$ cat src/rtl/toll_collector.sv
// Toll booth payment controller: latches the vehicle class fee, collects coins, returns change,
// opens the gate and raises an alarm. Define TOLL_VIOL_CNT_EN to add the viol_count output.
module toll_collector #(
    parameter int CW       = 8,
    parameter int HIGH_FEE = 100,
    parameter int MED_FEE  = 50,
    parameter int LOW_FEE  = 25,
    parameter int TIMEOUT  = 1000
) (
    input  logic          clk,
    input  logic          rst_n,
    input  logic          car_arrive,
    input  logic          high,
    input  logic          med,
    input  logic          low,
    input  logic          err,
    input  logic          coin_valid,
    input  logic [1:0]    coin_val,
    input  logic          car_clear,
    input  logic          attn_clr,
    output logic          gate_open,
    output logic [CW-1:0] due,
    output logic          change_vld,
    output logic [CW-1:0] change_amt,
    output logic          coin_rej,
    output logic          alarm,
    output logic [15:0]   veh_count
`ifdef TOLL_VIOL_CNT_EN
    ,
    output logic [7:0]    viol_count
`endif
);

    // state   | meaning
    // IDLE    | waiting for a classified vehicle
    // COLLECT | accumulating coins toward the latched fee
    // OPEN    | paid, gate open until the vehicle clears
    // ALARM   | class error or payment timeout, waits for attendant
    localparam logic [1:0] IDLE    = 2'd0;
    localparam logic [1:0] COLLECT = 2'd1;
    localparam logic [1:0] OPEN    = 2'd2;
    localparam logic [1:0] ALARM   = 2'd3;

    localparam int TW = $clog2(TIMEOUT);
    localparam logic [TW-1:0] TMR_LOAD = TW'(TIMEOUT - 1);
    localparam logic [CW-1:0] HIGH_F   = CW'(HIGH_FEE);
    localparam logic [CW-1:0] MED_F    = CW'(MED_FEE);
    localparam logic [CW-1:0] LOW_F    = CW'(LOW_FEE);

    logic [1:0]    state_q, state_d;
    logic [CW-1:0] fee_q, fee_d;
    logic [CW-1:0] credit_q, credit_d;
    logic [TW-1:0] timer_q, timer_d;
    logic          gate_open_q, gate_open_d;
    logic [CW-1:0] due_q, due_d;
    logic          change_vld_q, change_vld_d;
    logic [CW-1:0] change_amt_q, change_amt_d;
    logic          coin_rej_q, coin_rej_d;
    logic          alarm_q, alarm_d;
    logic [15:0]   veh_count_q, veh_count_d;

    logic [CW-1:0] coin_amt;
    logic [CW-1:0] fee_sel;
    logic          class_ok;
    logic [CW:0]   sum;
    logic [CW:0]   over;

    always_comb begin
        coin_amt = CW'(5);
        case (coin_val)
            2'b00:   coin_amt = CW'(5);
            2'b01:   coin_amt = CW'(10);
            2'b10:   coin_amt = CW'(25);
            default: coin_amt = CW'(50);
        endcase
    end

    always_comb begin
        class_ok = 1'b0;
        fee_sel  = LOW_F;
        case ({high, med, low})
            3'b100:  begin class_ok = ~err; fee_sel = HIGH_F; end
            3'b010:  begin class_ok = ~err; fee_sel = MED_F;  end
            3'b001:  begin class_ok = ~err; fee_sel = LOW_F;  end
            default: class_ok = 1'b0;
        endcase
    end

    // One extra bit so an overpayment near the top of the range cannot wrap below the fee.
    assign sum  = {1'b0, credit_q} + {1'b0, coin_amt};
    assign over = sum - {1'b0, fee_q};

    always_comb begin
        state_d      = state_q;
        fee_d        = fee_q;
        credit_d     = credit_q;
        timer_d      = timer_q;
        gate_open_d  = gate_open_q;
        due_d        = due_q;
        change_vld_d = 1'b0;
        change_amt_d = change_amt_q;
        coin_rej_d   = 1'b0;
        alarm_d      = alarm_q;
        veh_count_d  = veh_count_q;

        case (state_q)
            IDLE: begin
                coin_rej_d = coin_valid;
                if (car_arrive) begin
                    if (class_ok) begin
                        fee_d    = fee_sel;
                        due_d    = fee_sel;
                        credit_d = '0;
                        timer_d  = TMR_LOAD;
                        state_d  = COLLECT;
                    end else begin
                        alarm_d      = 1'b1;
                        change_amt_d = '0;
                        state_d      = ALARM;
                    end
                end
            end
            COLLECT: begin
                if (coin_valid) begin
                    timer_d = TMR_LOAD;
                    if (sum >= {1'b0, fee_q}) begin
                        gate_open_d  = 1'b1;
                        change_vld_d = 1'b1;
                        change_amt_d = over[CW-1:0];
                        due_d        = '0;
                        credit_d     = '0;
                        state_d      = OPEN;
                    end else begin
                        credit_d = sum[CW-1:0];
                        due_d    = fee_q - sum[CW-1:0];
                    end
                end else if (timer_q == '0) begin
                    // Timeout refunds whatever was inserted; a zero refund is not pulsed.
                    alarm_d      = 1'b1;
                    due_d        = '0;
                    change_vld_d = (credit_q != '0);
                    change_amt_d = credit_q;
                    credit_d     = '0;
                    state_d      = ALARM;
                end else begin
                    timer_d = timer_q - 1'b1;
                end
            end
            OPEN: begin
                coin_rej_d = coin_valid;
                if (car_clear) begin
                    gate_open_d = 1'b0;
                    veh_count_d = veh_count_q + 16'd1;
                    state_d     = IDLE;
                end
            end
            default: begin
                coin_rej_d  = coin_valid;
                gate_open_d = 1'b0;
                if (attn_clr) begin
                    alarm_d = 1'b0;
                    state_d = IDLE;
                end
            end
        endcase
    end

    always_ff @(posedge clk or negedge rst_n) begin
        if (!rst_n) begin
            state_q      <= IDLE;
            fee_q        <= '0;
            credit_q     <= '0;
            timer_q      <= '0;
            gate_open_q  <= 1'b0;
            due_q        <= '0;
            change_vld_q <= 1'b0;
            change_amt_q <= '0;
            coin_rej_q   <= 1'b0;
            alarm_q      <= 1'b0;
            veh_count_q  <= '0;
        end else begin
            state_q      <= state_d;
            fee_q        <= fee_d;
            credit_q     <= credit_d;
            timer_q      <= timer_d;
            gate_open_q  <= gate_open_d;
            due_q        <= due_d;
            change_vld_q <= change_vld_d;
            change_amt_q <= change_amt_d;
            coin_rej_q   <= coin_rej_d;
            alarm_q      <= alarm_d;
            veh_count_q  <= veh_count_d;
        end
    end

    assign gate_open  = gate_open_q;
    assign due        = due_q;
    assign change_vld = change_vld_q;
    assign change_amt = change_amt_q;
    assign coin_rej   = coin_rej_q;
    assign alarm      = alarm_q;
    assign veh_count  = veh_count_q;

`ifdef TOLL_VIOL_CNT_EN
    logic [7:0] viol_q, viol_d;

    // Counts vehicles crossing the sensor without a paid gate; attendant clear wins.
    always_comb begin
        viol_d = viol_q;
        if (attn_clr) begin
            viol_d = '0;
        end else if (car_clear && (state_q != OPEN) && (viol_q != 8'hFF)) begin
            viol_d = viol_q + 8'd1;
        end
    end

    always_ff @(posedge clk or negedge rst_n) begin
        if (!rst_n) begin
            viol_q <= '0;
        end else begin
            viol_q <= viol_d;
        end
    end

    assign viol_count = viol_q;
`endif

endmodule

$ cat config.mk
export PLATFORM = sky130hd
export DESIGN_NAME = toll_collector
export DESIGN_NICKNAME = d
export VERILOG_FILES = /design/src/rtl/toll_collector.sv
export SDC_FILE = /design/constraint.sdc
export NUM_CORES = 1
export LEC_CHECK = 0
export ABC_AREA = 1
export ABC_CLOCK_PERIOD_IN_PS = 7600
export CAP_MARGIN = 20
export CORE_MARGIN = 2
export CORE_UTILIZATION = 24
export CTS_BUF_LIST = sky130_fd_sc_hd__clkbuf_16
export CTS_CLUSTER_SIZE = 12
export DETAILED_ROUTE_END_ITERATION = 8
export REMOVE_ABC_BUFFERS = 1
export SETUP_SLACK_MARGIN = 0.15
export SYNTH_ARGS = -nofsm -noshare
export SYNTH_HDL_FRONTEND = slang
export SYNTH_SLANG_ARGS = --single-unit
$ cat constraint.sdc
create_clock -name clk -period 7.6 [get_ports clk]
set_clock_uncertainty 0.1 [all_clocks]
set_input_delay 1.52 -clock clk [delete_from_list [all_inputs] [get_ports clk]]
set_output_delay 1.52 -clock clk [all_outputs]
set_load 0.1 [all_outputs]
Word level (Yosys, flattened, before mapping)
Cells that the tools add are included.
{ "op_classes": {"n_mul": 0, "reduce_logical": 16, "order_cmp": 1, "shifts": 0, "n_div": 0, "bitwise": 3, "eq_ne": 18, "muxes": 48, "addsub": 5} }
{ "op_table": {"columns": ["operator", "count"], "rows": [
  ["$mux W8", 14],
  ["$pmux W8 S2", 3],
  ["$mux W10", 4],
  ["$pmux W10 S2", 1],
  ["$pmux W6 S3", 1],
  ["$add A16 B1 Y16 const B", 1],
  ["$ne A2 B2 Y1 const B", 8],
  ["$sub A8 B8 Y8", 2],
  ["$mux W1", 14],
  ["$mux W2", 7],
  ["$pmux W7 S2", 1],
  ["$reduce_and A4 Y1", 3],
  ["$logic_not A10 Y1", 1],
  ["$reduce_and A5 Y1", 2],
  ["$sub A10 B1 Y10 const B", 1],
  ["$add A8 B6 Y9", 1],
  ["$ge A9 B8 Y1", 1],
  ["$ne A3 B3 Y1 const B", 3],
  ["$reduce_bool A8 Y1", 1],
  ["$pmux W1 S3", 2],
  ["$pmux W2 S3", 1],
  ["$reduce_and A6 Y1", 1],
  ["$eq A2 B1 Y1 const B", 2],
  ["$eq A2 B2 Y1 const B", 2],
  ["11 further kinds", 14]
]} }
{ "totals": {"input_bits": 12, "ff_bits": 64, "ram_bits": 0, "latch_bits": 0, "n_memories": 0, "out_inout_bits": 36, "romBits": 0} }

Longest topological paths before layout
Gate-level depths: netlist of run 1.
{ "logic_depth": {"ltp_word": 7, "ltp_mapped": 22, "ltp_nobuf": 22} }

Worst setup path after synthesis of run 1
Ideal clock, no wire load.
{ "synth_timing": {"kind": "input to register", "startpoint": "input port coin_val[0]", "endpoint": "register change_amt_q[3] (netlist: change_amt[3])", "path_stages": 22, "t_arrival_ps": 4535, "slack_ps": 2891, "required_time_ps": 7426, "setup_time_ps": 74, "cell_sequence": "inv_1 ha_1 nor2_1 nor2_1 ha_1 fa_1 nand3_1 nand2_1 a21boi_0 xor2_1 inv_1 ha_1 nand2_1 inv_1 a21oi_1 nand2_1 nor2_1 nand4_4 nand3_4 buf_6 nand2_1 o21ai_2"} }
{ "synth_between": {"elab_chain_cells": 7, "elab_cells_between_ends": 12} }
{ "synth_lines": {"columns": ["element", "line", "source"], "rows": [
  ["start, declared", "18", "input logic [1:0] coin_val,"],
  ["$eq A2 B2 Y1 (tied with other cells)", "70", "case (coin_val)"],
  ["$pmux W6 S3 (*)", "70", null],
  ["$add A8 B6 Y9 (*)", "90", "assign sum = {1'b0, credit_q} + {1'b0, coin_amt};"],
  ["$sub A8 B8 Y8", "91", "assign over = sum - {1'b0, fee_q};"],
  ["$mux W8", "126", "if (sum >= {1'b0, fee_q}) begin"],
  ["$mux W8", "124", "if (coin_valid) begin"],
  ["$pmux W8 S2", "106", "case (state_q)"],
  ["end signal, assigned", "189", "change_amt_q <= change_amt_d;"],
  ["end, declared", "57", "logic [CW-1:0] change_amt_q, change_amt_d;"]
]} }
Mark *: on every way between the ends. The rest lies on a longest branch, timed or not. The select of a mux whose other input is x is not followed.
A chain may end at the register's enable or synchronous reset.

Worst setup path in the final report of run 1
{ "layout_timing": {"startpoint": "input port coin_val[0]", "endpoint": "register credit_q[2]"} }
{ "layout_between": {"elab_chain_cells": 7, "elab_cells_between_ends": 9} }
{ "layout_lines": {"columns": ["element", "line", "source"], "rows": [
  ["$eq A2 B2 Y1 (tied with other cells)", "70", null],
  ["$pmux W6 S3 (*)", "70", null],
  ["$add A8 B6 Y9 (*)", "90", null],
  ["$ge A9 B8 Y1", "126", null],
  ["$mux W8 (*)", "126", null],
  ["$mux W8 (*)", "124", null],
  ["$pmux W8 S2 (*)", "106", null],
  ["end signal, assigned", "184", "credit_q <= credit_d;"],
  ["end, declared", "52", "logic [CW-1:0] credit_q, credit_d;"]
]} }
Mark *: on every way between the ends. The rest lies on a longest branch, timed or not.

==> flow_results.xml, run 1 <==
<?xml version="1.0" encoding="UTF-8"?>
<metrics>
  <group name="cells_and_area">
    <metric name="layout.cells.most_common_list" unit="">107 x nand2_1, 72 x nor2_1, 68 x inv_1, 61 x dfrtp_1, 46 x clkdlybuf4s50_1</metric>
    <metric name="multi_input_comb_area" unit="um^2">2137</metric>
    <metric name="most_common_cell_after_layout_fill_and_taps_aside" unit="">nand2_1</metric>
    <metric name="final-seq-area" unit="um^2">1526</metric>
    <metric name="final_design_area_no_fill" unit="um^2">4938</metric>
    <metric name="fillerInstances" unit="">1802</metric>
    <metric name="area_added_between_synthesis_and_finish" unit="%">23.46</metric>
    <metric name="antenna_cells" unit="">0</metric>
    <metric name="post_route_cells_drive_above_1_share" unit="%">7.244</metric>
    <metric name="fin_nets" unit="">603</metric>
  </group>
  <group name="worst_setup_path">
    <metric name="reg2reg_slack" unit="ns">4.05</metric>
    <metric name="timing.critical_path.fanout_max" unit="">10</metric>
    <metric name="cp.required" unit="ns">7.75</metric>
    <metric name="rr_startpoint" unit="">credit_q[0]$_DFFE_PN0P_</metric>
    <metric name="worst_setup_path_end_kind" unit="">register</metric>
    <metric name="worstSetupStartpointType" unit="">input port</metric>
    <metric name="worst-r2r-cell-count" unit="">17</metric>
    <metric name="crit_path_start" unit="">coin_val[0]</metric>
    <metric name="worst_r2r_endpoint" unit="">credit_q[2]$_DFFE_PN0P_</metric>
    <metric name="slowest_delay" unit="ns">0.57</metric>
    <metric name="critical_path_class" unit="">input port to register</metric>
    <metric name="cp.arrival" unit="ns">5.47</metric>
    <metric name="critPathSlowestCell" unit="">clkdlybuf4s50_1</metric>
    <metric name="path_cells" unit="">clkdlybuf4s50_1 -&gt; inv_1 -&gt; ha_1 -&gt; nor2_1 -&gt; nor2_1 -&gt; ha_1 -&gt; fa_1 -&gt; nand3_1 -&gt; nand2_1 -&gt; a21boi_0 -&gt; xor2_1 -&gt; inv_1 -&gt; ha_1 -&gt; nand2_1 -&gt; inv_1 -&gt; a21oi_1 -&gt; nand2_1 -&gt; nor2_1 -&gt; nand4_4 -&gt; clkinv_2 -&gt; nand3_1 -&gt; o21ai_0</metric>
  </group>
  <group name="logic_synthesis">
    <metric name="post_synth_mux_area_share" unit="%">0.2815</metric>
    <metric name="synthesis.instances" unit="">511</metric>
    <metric name="main_combinational_cell_family_by_area_after_synthesis" unit="">simple AND/OR/NAND/NOR gates</metric>
    <metric name="synth.distinct_cells" unit="">42</metric>
    <metric name="yosysSeqAreaShare" unit="%">38.16</metric>
    <metric name="syn-mean-instance-area" unit="um^2">7.828</metric>
    <metric name="synth.cell_area" unit="um^2">4000</metric>
    <metric name="yosys.area_share.adder" unit="%">9.321</metric>
    <metric name="synth-compound-area-share" unit="%">9.102</metric>
    <metric name="synth.ff_latch_count" unit="">61</metric>
    <metric name="yosysWarningCount" unit="">0</metric>
    <metric name="yosys.area_share.xor_xnor" unit="%">5.912</metric>
    <metric name="post_synth_and_or_nand_nor_area_fraction" unit="%">28.81</metric>
  </group>
  <group name="floorplanning">
    <metric name="floorplan.die.height" unit="um">133.1</metric>
    <metric name="initial_utilization" unit="%">24.29</metric>
    <metric name="core_area" unit="um^2">16470</metric>
    <metric name="dieArea" unit="um^2">17720</metric>
    <metric name="die_w" unit="um">133.1</metric>
    <metric name="fp-row-count" unit="">47</metric>
    <metric name="io_pins" unit="">48</metric>
  </group>
  <group name="detailed_routing">
    <metric name="remaining_drc_errors" unit="">0</metric>
    <metric name="drt_iter0_drc" unit="">168</metric>
    <metric name="routed_via_density" unit="">4.318</metric>
    <metric name="antenna_left" unit="">0</metric>
    <metric name="vias" unit="">3394</metric>
    <metric name="drt_wirelength" unit="um">10220</metric>
    <metric name="detail_route.first_pass.iterations" unit="">4</metric>
    <metric name="routedWlPerCell" unit="um">13.01</metric>
  </group>
  <group name="cts">
    <metric name="ctsHoldBuffers" unit="">0</metric>
    <metric name="postCtsResizedCells" unit="">0</metric>
    <metric name="numCtsBuffers" unit="">9</metric>
    <metric name="insertion_delay" unit="ns">0.33</metric>
    <metric name="tritoncts_clock_tree" unit="">built</metric>
    <metric name="cts_max_path_buffers" unit="">2</metric>
    <metric name="clock-sinks" unit="">61</metric>
    <metric name="post-cts-setup-buffer-count" unit="">0</metric>
    <metric name="worst_path_clk_slew" unit="ns">0.05</metric>
    <metric name="ctsRootBufferMaster" unit="">clkbuf_16</metric>
    <metric name="depth_of_the_cts_h_tree" unit="">3</metric>
  </group>
  <group name="pwr">
    <metric name="power.density_cell_area" unit="nW/um^2">448.4</metric>
    <metric name="vdd_ir_drop_max" unit="mV">0.2757</metric>
    <metric name="cellLeakagePower" unit="nW">2.422</metric>
  </group>
  <group name="min_path">
    <metric name="hold_class" unit="">register to register</metric>
    <metric name="worstHoldStart" unit="">veh_count[15]$_DFFE_PN0P_</metric>
    <metric name="whs_endpoint" unit="">veh_count[15]$_DFFE_PN0P_</metric>
    <metric name="worstHoldPathCells" unit="">1</metric>
  </group>
  <group name="sta">
    <metric name="post-route-period-util" unit="%">69.94</metric>
    <metric name="fin_setup_tns" unit="ns">0</metric>
    <metric name="grt_setup_unrepaired" unit="">false</metric>
    <metric name="post-route-worst-setup-slack" unit="ns">2.285</metric>
    <metric name="fin_hold_ws" unit="ns">0.3723</metric>
    <metric name="setup_violations" unit="">0</metric>
    <metric name="hold_viol" unit="">0</metric>
    <metric name="maxSlewViolCount" unit="">0</metric>
    <metric name="relSlewSlack" unit="%">32.72</metric>
    <metric name="final.min_clock_period" unit="ns">5.315</metric>
    <metric name="timing.fmax" unit="MHz">188.1</metric>
    <metric name="timing_worst_slew_pin_value" unit="ns">1.006</metric>
  </group>
  <group name="place">
    <metric name="place_congestion" unit="">0.8358</metric>
    <metric name="io_buffers" unit="">47</metric>
    <metric name="detailedPlacementHpwl" unit="um">7695</metric>
    <metric name="detailedPlace.worstSlack" unit="ns">1.967</metric>
    <metric name="placed_cell_area" unit="um^2">4692</metric>
  </group>
  <group name="global_routing">
    <metric name="first_global_vias" unit="">3326</metric>
    <metric name="antenna_found_initial" unit="">0</metric>
    <metric name="global_route.overflow_total" unit="">0</metric>
    <metric name="grt_usage" unit="%">12.30</metric>
    <metric name="grt_first_pass_wirelength" unit="um">17260</metric>
    <metric name="grt_start_max_net_pins" unit="">62</metric>
  </group>
  <group name="flow_run">
    <metric name="max-cap-violations" unit="">0</metric>
  </group>
  <group name="outcome">
    <metric name="status" unit="">completed</metric>
  </group>
</metrics>
## worst max-delay path by stage
stage,endpoint,slack [ns],cells past startpoint
after detailed placement,credit_q[2]$_DFFE_PN0P_,1.97,22
after CTS,credit_q[2]$_DFFE_PN0P_,2.30,22
after global placement,due[5]$_DFFE_PN0P_,2.06,22
after floorplan,change_amt[3]$_DFFE_PN0P_,2.95,21
final,credit_q[2]$_DFFE_PN0P_,2.28,22
after global routing,credit_q[0]$_DFFE_PN0P_,1.81,22
## routing by layer
metal	track usage, %	vias to the layer above	part of all wire (%)	wire length (um)
li1	-	1730	-	-
met1	17.24	1572	49	4991
met2	18.80	80	44	4520
met3	2.435	12	5.3	545
met4	4.610	0	1.6	165
met5	0	-	0	0
## report_power, final
part           internal, W  switching (W)  leakage [nW]
sequential        0.000422      0.0000858         0.760
clock             0.000212       0.000144         0.127
combinational     0.000374       0.000976          1.54
total              0.00101        0.00121          2.42
## logic make-up (layout without fill, tap and decap cells)
family                   Yosys count  count (layout)
flip-flops                        61              61
multiplexers                       1               1
adder cells (fa/ha/maj)           28              28
XOR/XNOR                          27              27
AO/OA/AOI/OAI                     65              65
buffers and inverters             80             135
AND/OR/NAND/NOR                  249             249
## area by class of cell
class / count / share of cell area, %
inverters: 73 / 5.675
clock inverters: 5 / 0.4307
repair buffers: 48 / 9.577
multi-input cells: 370 / 43.27
well taps: 220 / 5.574
clock buffers: 9 / 4.560
flip-flops and latches: 61 / 30.91
## state kept, by name, indices dropped and copies added, names as in the netlist, 2 cells and up
register and count:
veh_count 16, timer_q 10, credit_q 8, change_amt 8, due 8, fee_q 5
state_q 2
## per-stage QoR
step | power, W | std cells | utilization, %
after floorplan | 0.001517 | 504 | -
after global placement | 0.001855 | 772 | 28.50
after detailed placement | 0.001857 | 772 | 28.50
after CTS | 0.002225 | 786 | 29.99
after global routing | 0.002384 | 786 | 29.99
final | 0.002214 | 786 | 29.99
## worst max-delay path: cells and delay by family
kind / cells / cell delay (ns)
XOR/XNOR: 1 / 0.22
AND/OR/NAND/NOR: 9 / 1.06
adder cells (fa/ha/maj): 4 / 1.18
AO/OA/AOI/OAI: 3 / 0.45
buffers and inverters: 5 / 1.03
## Yosys cell counts (all sizes together)
master  number  share of area [%]
nand2      109                 10
nor2        81                9.2
inv         72                6.9
dfrtp       61                 38
nand3       43                6.0
o21ai       34                4.4
ha          25                7.8
xor2        20                4.4
a21oi       17                2.1
xnor2        7                1.5
buf          6                1.3
nand4        6                1.3
a22oi        4               0.75
nor3         4               0.75
fa           3                1.5
nand3b       3               0.56
o22ai        3               0.47
or2          2               0.31
a211oi       1               0.19
a21boi       1               0.19
a21o         1               0.19
a31o         1               0.22
a31oi        1               0.16
and2         1               0.16
clkbuf       1               0.12
clkinv       1               0.12
mux2         1               0.28
o21a         1               0.19
o21bai       1               0.19
(Power assumes the default switching activity.)
==> run 2: changes to the inputs <==
--- a/config.mk
+++ b/config.mk
@@ -6,7 +6,7 @@
 export NUM_CORES = 1
 export LEC_CHECK = 0
 export ABC_AREA = 1
-export ABC_CLOCK_PERIOD_IN_PS = 7600
+export ABC_CLOCK_PERIOD_IN_PS = 4900
 export CAP_MARGIN = 20
 export CORE_MARGIN = 2
 export CORE_UTILIZATION = 24
==> constraint.sdc (replaced) <==
create_clock -name clk -period 4.9 [get_ports clk]
set_clock_uncertainty 0.1 [all_clocks]
set_input_delay 0.98 -clock clk [delete_from_list [all_inputs] [get_ports clk]]
set_output_delay 0.98 -clock clk [all_outputs]
set_load 0.1 [all_outputs]
==> run 2 against run 1 <==
Against the previous run: register-to-register slack got worse by 2.5 ns; die area is the same; first-iteration DRC count is 35% higher; sequential cell count did not move; total power is 65% higher; sequential share of layout area down 1.3 points; via count up 3.8%; routed wire length increased by 4.3%; critical path depth decreased by 1; combinational power is 66% higher; cell count is 2.3% higher; critical path type unchanged; largest power group unchanged.
==> flow_results.xml, run 2 (synthesis gave the netlist of run 1 again) <==
<?xml version="1.0" encoding="UTF-8"?>
<metrics>
  <group name="outcome">
    <metric name="status" unit="">completed</metric>
  </group>
  <group name="min_path">
    <metric name="worstHoldStart" unit="">change_amt[4]$_DFFE_PN0P_</metric>
    <metric name="hold_class" unit="">register to register</metric>
    <metric name="worstHoldPathCells" unit="">2</metric>
  </group>
  <group name="cells_and_area">
    <metric name="final_cells" unit="">804</metric>
    <metric name="area_added_between_synthesis_and_finish" unit="%">28.71</metric>
    <metric name="final_util" unit="%">31.27</metric>
    <metric name="post_route_cells_drive_above_1_share" unit="%">11.30</metric>
    <metric name="fillerInstances" unit="">1788</metric>
    <metric name="layout.cells.most_common_list" unit="">105 x nand2_1, 71 x nor2_1, 67 x inv_1, 61 x dfrtp_1, 46 x clkdlybuf4s50_1</metric>
    <metric name="antenna_cells" unit="">0</metric>
    <metric name="largest_register_ffs" unit="">16</metric>
    <metric name="fin_nets" unit="">619</metric>
    <metric name="most_common_cell_after_layout_fill_and_taps_aside" unit="">nand2_1</metric>
  </group>
  <group name="sta">
    <metric name="timing_worst_slew_pin_value" unit="ns">0.9962</metric>
    <metric name="post-route-period-util" unit="%">89.73</metric>
    <metric name="fin_hold_ws" unit="ns">0.3792</metric>
    <metric name="final.min_clock_period" unit="ns">4.397</metric>
    <metric name="grt_setup_unrepaired" unit="">false</metric>
    <metric name="relSlewSlack" unit="%">33.38</metric>
    <metric name="timing.fmax" unit="MHz">227.4</metric>
    <metric name="hold_viol" unit="">0</metric>
    <metric name="maxSlewViolCount" unit="">0</metric>
    <metric name="fin_setup_tns" unit="ns">0</metric>
    <metric name="setup_violations" unit="">0</metric>
  </group>
  <group name="floorplanning">
    <metric name="core_area" unit="um^2">16470</metric>
    <metric name="floorplan.die.height" unit="um">133.1</metric>
    <metric name="dieArea" unit="um^2">17720</metric>
    <metric name="fp-row-count" unit="">47</metric>
    <metric name="initial_utilization" unit="%">24.29</metric>
    <metric name="io_pins" unit="">48</metric>
    <metric name="die_w" unit="um">133.1</metric>
  </group>
  <group name="worst_setup_path">
    <metric name="cp.required" unit="ns">5.05</metric>
    <metric name="worstSetupPathDepth" unit="">21</metric>
    <metric name="worstSetupStartpointType" unit="">input port</metric>
    <metric name="critical_path_buf_inv_count" unit="">3</metric>
    <metric name="worst_setup_path_end_kind" unit="">register</metric>
    <metric name="worst-r2r-cell-count" unit="">16</metric>
    <metric name="critical_path_class" unit="">input port to register</metric>
    <metric name="critPathSlowestCell" unit="">clkdlybuf4s50_1</metric>
    <metric name="crit_path_start" unit="">coin_val[1]</metric>
    <metric name="path_cells" unit="">clkdlybuf4s50_1 -&gt; inv_1 -&gt; ha_1 -&gt; nor2_1 -&gt; nor2_1 -&gt; ha_1 -&gt; fa_1 -&gt; nand3_1 -&gt; nand2_1 -&gt; buf_4 -&gt; xor2_1 -&gt; ha_1 -&gt; nand2_1 -&gt; nand2_1 -&gt; a21oi_1 -&gt; nand2_2 -&gt; nor2_4 -&gt; nand4_4 -&gt; nand3_4 -&gt; nand2_1 -&gt; o21ai_0</metric>
    <metric name="slowest_delay" unit="ns">0.51</metric>
    <metric name="path_delay_family" unit="">simple AND/OR/NAND/NOR gates</metric>
    <metric name="timing.critical_path.mode_cell" unit="">nand2_1</metric>
    <metric name="timing.critical_path.fanout_max" unit="">7</metric>
    <metric name="cp.arrival" unit="ns">4.55</metric>
    <metric name="rr_startpoint" unit="">credit_q[0]$_DFFE_PN0P_</metric>
  </group>
  <group name="detailed_routing">
    <metric name="routed_via_density" unit="">4.381</metric>
    <metric name="remaining_drc_errors" unit="">0</metric>
    <metric name="detail_route.first_pass.iterations" unit="">6</metric>
    <metric name="antenna_left" unit="">0</metric>
    <metric name="drt_iter0_drc" unit="">226</metric>
    <metric name="vias" unit="">3522</metric>
    <metric name="drt_wirelength" unit="um">10660</metric>
    <metric name="routedWlPerCell" unit="um">13.26</metric>
  </group>
  <group name="global_routing">
    <metric name="grt_start_max_net_pins" unit="">41</metric>
    <metric name="first_global_vias" unit="">3510</metric>
    <metric name="grt_first_pass_wirelength" unit="um">17440</metric>
    <metric name="grt_usage" unit="%">12.27</metric>
    <metric name="grt.met1_usage" unit="%">17.33</metric>
    <metric name="groute.layer.met3.usage" unit="%">2.892</metric>
    <metric name="use_met2" unit="%">18.22</metric>
    <metric name="grt_most_used_layer" unit="">met2</metric>
    <metric name="global_route.overflow_total" unit="">0</metric>
    <metric name="antenna_found_initial" unit="">0</metric>
  </group>
  <group name="place">
    <metric name="io_buffers" unit="">47</metric>
    <metric name="detailedPlacementHpwl" unit="um">7985</metric>
    <metric name="place_congestion" unit="">0.8709</metric>
    <metric name="place.detailed.instances" unit="">783</metric>
  </group>
  <group name="cts">
    <metric name="worst_path_clk_slew" unit="ns">0.05</metric>
    <metric name="clock-sinks" unit="">61</metric>
    <metric name="ctsHoldBuffers" unit="">0</metric>
    <metric name="numCtsBuffers" unit="">9</metric>
    <metric name="depth_of_the_cts_h_tree" unit="">3</metric>
    <metric name="insertion_delay" unit="ns">0.33</metric>
    <metric name="ctsRootBufferMaster" unit="">clkbuf_16</metric>
    <metric name="tritoncts_clock_tree" unit="">built</metric>
    <metric name="cts_max_path_buffers" unit="">2</metric>
  </group>
  <group name="pwr">
    <metric name="vdd_ir_drop_max" unit="mV">0.5770</metric>
    <metric name="power.density_cell_area" unit="nW/um^2">710.3</metric>
    <metric name="design_power_total" unit="W">0.003657</metric>
    <metric name="cellLeakagePower" unit="nW">2.511</metric>
  </group>
  <group name="flow_run">
    <metric name="max-cap-violations" unit="">0</metric>
  </group>
</metrics>
-- run 2: cell types whose count changed in the layout (fill, tap and decap cells not counted), sizes merged --
cell,delta
nand3,+1
inv,-1
nand4,+1
buf,+13
clkinvlp,+3
bufinv,+1
-- run 2: path summary, 6_finish.rpt --
path	endpoint	slack [ns]
worst max-delay path	change_amt[1]$_DFFE_PN0P_	0.50
max in group asynchronous	credit_q[0]$_DFFE_PN0P_	3.14
worst min register to register	change_amt[4]$_DFFE_PN0P_	0.38
min in group asynchronous	coin_rej$_DFF_PN0_	0.69
worst min-delay path	change_amt[4]$_DFFE_PN0P_	0.38
worst max register to register	change_amt[1]$_DFFE_PN0P_	1.58
-- run 2: worst min-delay path, cell delays in order (launching register included) --
cell,delay [ns]
dfrtp_1,0.34
nand2_1,0.05
nand2_1,0.05
-- run 2: where the power goes --
part	switching (W)	leakage [nW]	internal (W)
logic	0.00157	1.62	0.000668
registers	0.000136	0.760	0.000654
clock network	0.000242	0.135	0.000390
total	0.00195	2.51	0.00171
-- run 2: area by class of cell --
type                            count  area (um^2)  area share (%)
Inverter                           73        284.0           5.516
Sequential cell                    61         1526           29.65
Multi-Input combinational cell    372         2196           42.65
Timing Repair Buffer               61        570.5           11.08
Tap cell                          220        275.3           5.346
Clock buffer                        9        225.2           4.374
Clock inverter                      7        66.31           1.288
Timing Repair inverter              1        5.005         0.09721
-- run 2: metal layers --
metal | routed length [um] | vias up | part of all wire [%]
li1 | - | 1774 | -
met1 | 5283 | 1642 | 50
met2 | 4622 | 87 | 43
met3 | 516 | 19 | 4.8
met4 | 241 | 0 | 2.3
met5 | 0 | - | 0
-- run 2: through the flow --
| stage | setup WS, ns | instance area [um^2] |
|---|---|---|
| 2_1_floorplan | 0.7907 | 3944 |
| 3_3_place_gp | 0.1103 | 4775 |
| 3_5_place_dp | 0.01406 | 4775 |
| 4_1_cts | 0.3447 | 5066 |
| 5_1_grt | 0.1350 | 5149 |
| 6_report | 0.5030 | 5149 |
-- run 2: what timing repair did --
| action | 4_1_cts | 5_1_grt |
|---|---|---|
| buffers inserted | 0 | 2 |
| setup endpoints to repair | 0 | 25 |
| hold endpoints to repair | 0 | 0 |
| resized for setup | 0 | 11 |
